==> config.mk <==
export PLATFORM = sky130hd
export DESIGN_NAME = uart_rx_flat
export DESIGN_NICKNAME = d
export VERILOG_FILES = /design/src/rtl/uart_pkg.sv /design/src/rtl/uart_rx_if.sv /design/src/rtl/uart_rx_sync2.sv /design/src/rtl/uart_rx.sv /design/src/flat_wrapper.sv
export SDC_FILE = /design/constraint.sdc
export NUM_CORES = 1
export LEC_CHECK = 0
export CAP_MARGIN = 15
export CORE_MARGIN = 2
export CORE_UTILIZATION = 45
export CTS_BUF_LIST = sky130_fd_sc_hd__clkbuf_4
export CTS_CLUSTER_DIAMETER = 200
export DETAILED_ROUTE_END_ITERATION = 16
export PLACE_DENSITY = 0.71
export SYNTH_ARGS = -nofsm -noshare
export SYNTH_HDL_FRONTEND = slang
export SYNTH_SLANG_ARGS = --single-unit
==> constraint.sdc <==
create_clock -name clk -period 3.4 [get_ports clk]
set_clock_uncertainty 0.15 [all_clocks]
set_input_delay 0.68 -clock clk [delete_from_list [all_inputs] [get_ports clk]]
set_output_delay 0.68 -clock clk [all_outputs]
set_load 0.02 [all_outputs]
==> src/rtl/uart_pkg.sv <==
// Shared UART definitions: FSM state encoding and bit-period helpers,
// usable by both the receiver and a matching transmitter.
package uart_pkg;

  typedef enum logic [2:0] {
    IDLE      = 3'd0,
    START     = 3'd1,
    DATA      = 3'd2,
    STOP      = 3'd3,
    READY     = 3'd4,
    WAIT_HIGH = 3'd5
  } uart_state_e;

  // Bit period in clock cycles, truncated.
  function automatic int bit_period(input int clk_hz, input int baud);
    return clk_hz / baud;
  endfunction

  // Counter width able to hold a full bit period.
  function automatic int count_width(input int period);
    return $clog2(period) + 1;
  endfunction

endpackage

==> src/rtl/uart_rx_if.sv <==
// Receiver-side handshake: serial line and go in, byte and data_ready out.
interface uart_rx_if;
  logic       rx;
  logic       go;
  logic [7:0] data;
  logic       data_ready;

  modport master (output rx, output go, input data, input data_ready);
  modport slave  (input rx, input go, output data, output data_ready);
endinterface

==> src/rtl/uart_rx_sync2.sv <==
// Two-flop synchronizer for the asynchronous serial line; resets to the
// idle-high level so a reset never looks like a start bit.
module sync2 (
  input  logic clk,
  input  logic rst,
  input  logic d,
  output logic q
);

  logic meta;

  // Shift the async input through two flops.
  always_ff @(posedge clk or posedge rst) begin
    if (rst) begin
      meta <= 1'b1;
      q    <= 1'b1;
    end else begin
      meta <= d;
      q    <= meta;
    end
  end

endmodule

==> src/rtl/uart_rx.sv <==
// 8N1 UART receiver. Samples each bit at its middle using a down-counter
// that is loaded with half a period on the start edge and a full period
// after that. The finished byte is held with data_ready until go drops.
//
// state     | meaning
// IDLE      | waiting for go=1 and a low line
// START     | timing to mid start bit, rejects glitches
// DATA      | sampling 8 data bits, LSB first
// STOP      | checking the stop bit at its middle
// READY     | byte valid, held until go=0
// WAIT_HIGH | framing error, waiting for the line to return high
module uart_rx
  import uart_pkg::*;
#(
  parameter int ClockFrequencyHz = 20_250_000,
  parameter int BaudRate         = 9600
) (
  input  logic     clk,
  input  logic     rst,
  uart_rx_if.slave bus
);

  localparam int P  = bit_period(ClockFrequencyHz, BaudRate);
  localparam int CW = count_width(P);
  localparam logic [CW-1:0] RELOAD_BIT  = CW'(P);
  localparam logic [CW-1:0] RELOAD_HALF = CW'(P / 2);

  uart_state_e   state;
  logic [CW-1:0] cnt;
  logic [2:0]    bit_idx;
  logic [7:0]    data_r;
  logic          ready_r;
  logic          rs;
  logic          expired;

  sync2 u_sync (
    .clk (clk),
    .rst (rst),
    .d   (bus.rx),
    .q   (rs)
  );

  // The counter is loaded so that its terminal count (1) lands exactly on
  // the sampling cycle; <= guards against ever underflowing.
  assign expired = (cnt <= CW'(1));

  // Receive FSM with registered byte and data_ready.
  always_ff @(posedge clk or posedge rst) begin
    if (rst) begin
      state   <= IDLE;
      cnt     <= '0;
      bit_idx <= '0;
      data_r  <= '0;
      ready_r <= 1'b0;
    end else begin
      case (state)
        IDLE: begin
          if (bus.go && !rs) begin
            cnt   <= RELOAD_HALF;
            state <= START;
          end
        end
        START: begin
          if (!bus.go) begin
            state <= IDLE;
          end else if (expired) begin
            if (!rs) begin
              cnt     <= RELOAD_BIT;
              bit_idx <= '0;
              state   <= DATA;
            end else begin
              state <= IDLE;
            end
          end else begin
            cnt <= cnt - CW'(1);
          end
        end
        DATA: begin
          if (!bus.go) begin
            state <= IDLE;
          end else if (expired) begin
            data_r[bit_idx] <= rs;
            cnt             <= RELOAD_BIT;
            if (bit_idx == 3'd7) begin
              state <= STOP;
            end else begin
              bit_idx <= bit_idx + 3'd1;
            end
          end else begin
            cnt <= cnt - CW'(1);
          end
        end
        STOP: begin
          if (!bus.go) begin
            state <= IDLE;
          end else if (expired) begin
            if (rs) begin
              ready_r <= 1'b1;
              state   <= READY;
            end else begin
              state <= WAIT_HIGH;
            end
          end else begin
            cnt <= cnt - CW'(1);
          end
        end
        READY: begin
          if (!bus.go) begin
            ready_r <= 1'b0;
            state   <= IDLE;
          end
        end
        WAIT_HIGH: begin
          if (rs) begin
            state <= IDLE;
          end
        end
        default: state <= IDLE;
      endcase
    end
  end

  assign bus.data       = data_r;
  assign bus.data_ready = ready_r;

endmodule

==> src/flat_wrapper.sv <==
// flat-port wrapper written by rule: the top's interface ports become plain ports
module uart_rx_flat import uart_pkg::*;
#(
  parameter int ClockFrequencyHz = 20_250_000,
  parameter int BaudRate         = 9600
)
  (clk, rst, bus_rx, bus_go, bus_data, bus_data_ready);
  uart_rx_if bus_i ();
  input  logic clk;
  input  logic rst;
  input wire logic [$bits(bus_i.rx)-1:0] bus_rx;
  input wire logic [$bits(bus_i.go)-1:0] bus_go;
  output wire logic [$bits(bus_i.data)-1:0] bus_data;
  output wire logic [$bits(bus_i.data_ready)-1:0] bus_data_ready;
  assign bus_i.rx = bus_rx;
  assign bus_i.go = bus_go;
  assign bus_data = bus_i.data;
  assign bus_data_ready = bus_i.data_ready;
  uart_rx #(.ClockFrequencyHz(ClockFrequencyHz), .BaudRate(BaudRate)) u_core (.clk(clk), .rst(rst), .bus(bus_i));
endmodule
==> key figures <==
Run status
  • Status: finished clean

Global routing
  • Total GRT Usage: 0.213
  • First-pass GRT wire length: 7.28 mm
  • Vias in the first global route: 1,544
  • Initial antenna violation count: 0
  • GR Overflow Total: 0
  • Largest net degree at the start of global routing: 31

Timing
  • RSZ-0062 raised after global routing: no
  • Final Max Slew Viols: 0
  • Post-layout minimum cycle time: 2.68 ns
  • Hold Vio Cnt, Final: 0
  • Setup TNS: 0 ns
  • Worst Tran Pin Value: 0.689 ns
  • Final number of setup-violating endpoints: 0
  • Max_slew headroom: 0.541
  • Fmax achieved: 0.373 GHz
  • Final period utilization: 0.789

Placement
  • Placed insts: 247
  • Dpl hpwl: 2.80 mm
  • Placed cell area: 0.00196 mm^2
  • RePlAce Congestion: 0.893
  • Port bufs: 12

Yosys
  • Post-synth EDFFs: 0
  • Yosys top cell area share: 0.390
  • Post-synth top flop: dfrtp_1
  • Syn Nets: 200
  • Average size of a mapped cell: 9.35 um^2
  • Cells after Synth: 192
  • Synth area leaders: dfrtp_1 39%, mux2_2 6.3%, nor2_1 4.0%
  • Synth cell count leaders: 28 x dfrtp_1, 19 x nor2_1, 14 x nand2_1
  • Dominant cell type by area after synthesis: dfrtp_1
  • Cell Area, Synth: 0.00180 mm^2
  • Seq/Total Area, Yosys: 0.420
  • Post-synth cell types: 47
  • Count leader, synth: dfrtp_1
  • Synth warn: 0
  • Post-synthesis async set-or-reset flop share: 1.00
  • Register bit count reported by yosys: 30

Flow run
  • Max-Cap Viols: 0

Clock tree
  • Total CTS buffers: 5
  • Clk pin slew, worst setup/hold paths: 0.09 ns
  • Sink Count: 30
  • Clock Path Buffers: 2
  • CTS tree: done
  • Setup Fix Bufs, Post-CTS: 0
  • CTS resizes: 0
  • H-tree level count: 2
  • CTS Root Cell: clkbuf_4
  • Hold buffer count at cts: 0
  • Clk Latency, worst-skew pair: 0.34 ns

Die
  • Die Footprint: 0.00451 mm^2
  • Io pins: 13
  • Core Region: 0.00374 mm^2
  • Initial Util: 0.480
  • Die height: 67.2 um
  • Core Rows: 22
  • Die width: 67.2 um

Layout
  • Fillers: 347
  • Fin cells: 255
  • Fin util: 0.544
  • P&R area growth vs syn: 13.4%
  • N_diodes: 0
  • Design area: 0.00204 mm^2
  • Layout cells sized above 1: 0.155
  • Final #Nets: 214

Route
  • Via-to-Cell Ratio: 6.03
  • Drc violations: 0
  • 1st-pass router iterations: 4
  • WL per Instance: 15.6 um
  • Total number of vias: 1,538
  • Initial DRC count: 93
  • Drt total wl: 3.98 mm
  • Post-route ant nets: 0

Critical path
  • CP max FO: 14
  • R2R depth: 5
  • RR Endpoint: u_core.cnt[0]$_DFFE_PP0P_
  • Critical Path AT: 2.75 ns
  • Critical path launch point type: flop
  • WP data required: 3.47 ns
  • Worst setup path class: reg -> reg
  • Reg-to-reg startpoint: u_core.cnt[7]$_DFFE_PP0P_
  • Worst Setup End Kind: flop
  • Worst R2R Setup Slack: 0.72 ns

Power and ir drop
  • Maximum vdd ir drop: 0.000307 V
  • PwrDens: 574 mW/mm^2
  • Leak Pwr: 0.834 nW

Min path
  • WHS Path Cells: 0
  • HP Class: reg -> reg
  • HP Start: u_core.u_sync.meta$_DFF_PP1_
  • Hold EP: u_core.u_sync.q$_DFF_PP1_
## power breakdown
part	internal (mW)	switching, mW
clock	0.161	0.127
combinational	0.148	0.194
sequential	0.419	0.119
## worst max-delay path by stage
stage | end | cells past startpoint | from | slack (ns)
after floorplan | u_core.bit_idx[0]$_DFFE_PP0P_ | 5 | u_core.cnt[7]$_DFFE_PP0P_ | 0.92
after global placement | u_core.cnt[12]$_DFFE_PP0P_ | 6 | bus_go | 0.72
after detailed placement | u_core.cnt[12]$_DFFE_PP0P_ | 5 | bus_go | 0.59
after CTS | u_core.cnt[0]$_DFFE_PP0P_ | 5 | u_core.cnt[7]$_DFFE_PP0P_ | 0.74
after global routing | u_core.cnt[0]$_DFFE_PP0P_ | 5 | u_core.cnt[7]$_DFFE_PP0P_ | 0.62
final | u_core.cnt[0]$_DFFE_PP0P_ | 5 | u_core.cnt[7]$_DFFE_PP0P_ | 0.72
## stage by stage
step / hold slack [ns] / power, mW / worst slack [ns]
floorplan: 0.195 / 0.801 / 0.922
global placement: 0.198 / 0.866 / 0.718
finish: 0.212 / 1.17 / 0.718
CTS: 0.213 / 1.17 / 0.740
detailed placement: 0.200 / 0.882 / 0.587
global route: 0.219 / 1.25 / 0.618
## critical path: stages, from the launching register on
cell and delay [ns]:
dfrtp_1 0.45, or4_4 0.62, or4_4 0.65, a31oi_4 0.41, a21oi_1 0.08, a22o_1 0.21
## cells in the final DEF (no fill, tap or decap), drive strengths merged, types with 2 or more instances in the layout
cell | Yosys | routed
dfstp | 2 | 2
or3 | 4 | 4
clkbuf | 6 | 6
o22ai | 2 | 2
xor2 | 3 | 3
nor4 | 3 | 3
ha | 4 | 4
inv | 8 | 8
or4 | 6 | 6
nand3b | 2 | 2
clkdlybuf4s50 | 0 | 12
a21oi | 8 | 8
nor3 | 11 | 11
nand4 | 4 | 4
o41ai | 2 | 2
nor2b | 3 | 3
a31oi | 5 | 5
xnor2 | 3 | 3
nand2b | 3 | 3
nand3 | 8 | 8
o211ai | 2 | 2
buf | 3 | 4
nor2 | 19 | 19
dfrtp | 28 | 28
nand2 | 14 | 14
mux2 | 10 | 10
o21ai | 15 | 15
## cell families (layout without fill, tap and decap cells)
logic type | count (synthesis) | count (layout) | synth area share
and+or+nand+nor | 80 | 80 | 0.247
AOI/OAI and AO/OA | 44 | 44 | 0.164
DFF | 30 | 30 | 0.420
buffers and inverters | 17 | 32 | 0.0439
muxes | 11 | 11 | 0.0683
xor gates and xnor gates | 6 | 6 | 0.0293
adders and majority gates | 4 | 4 | 0.0279
## registers in the layout, indices dropped and copies added (netlist names)
name,flops
u_core.bit_idx,3
u_core.bus.data,8
u_core.bus.data_ready,1
u_core.cnt,13
u_core.state,3
u_core.u_sync.meta,1
u_core.u_sync.q,1
## per-layer routing
| metal | global-route usage | wire (um) |
|---|---|---|
| met3 | 0.0350 | 239 |
| met2 | 0.308 | 1760 |
| met1 | 0.306 | 1900 |
| met4 | 0.115 | 86 |
| met5 | 0 | 0 |
## cell type report
type	instances	area, um^2	share of cell area
clock buffers	6	45.0	0.0221
clock inverters	2	33.8	0.0166
inverters	8	30.0	0.0148
multi-input cells	145	963	0.473
flip-flops and latches	30	753	0.370
well taps	48	60.1	0.0295
repair buffers	16	150	0.0738
Power figures use the tool's default switching activity.
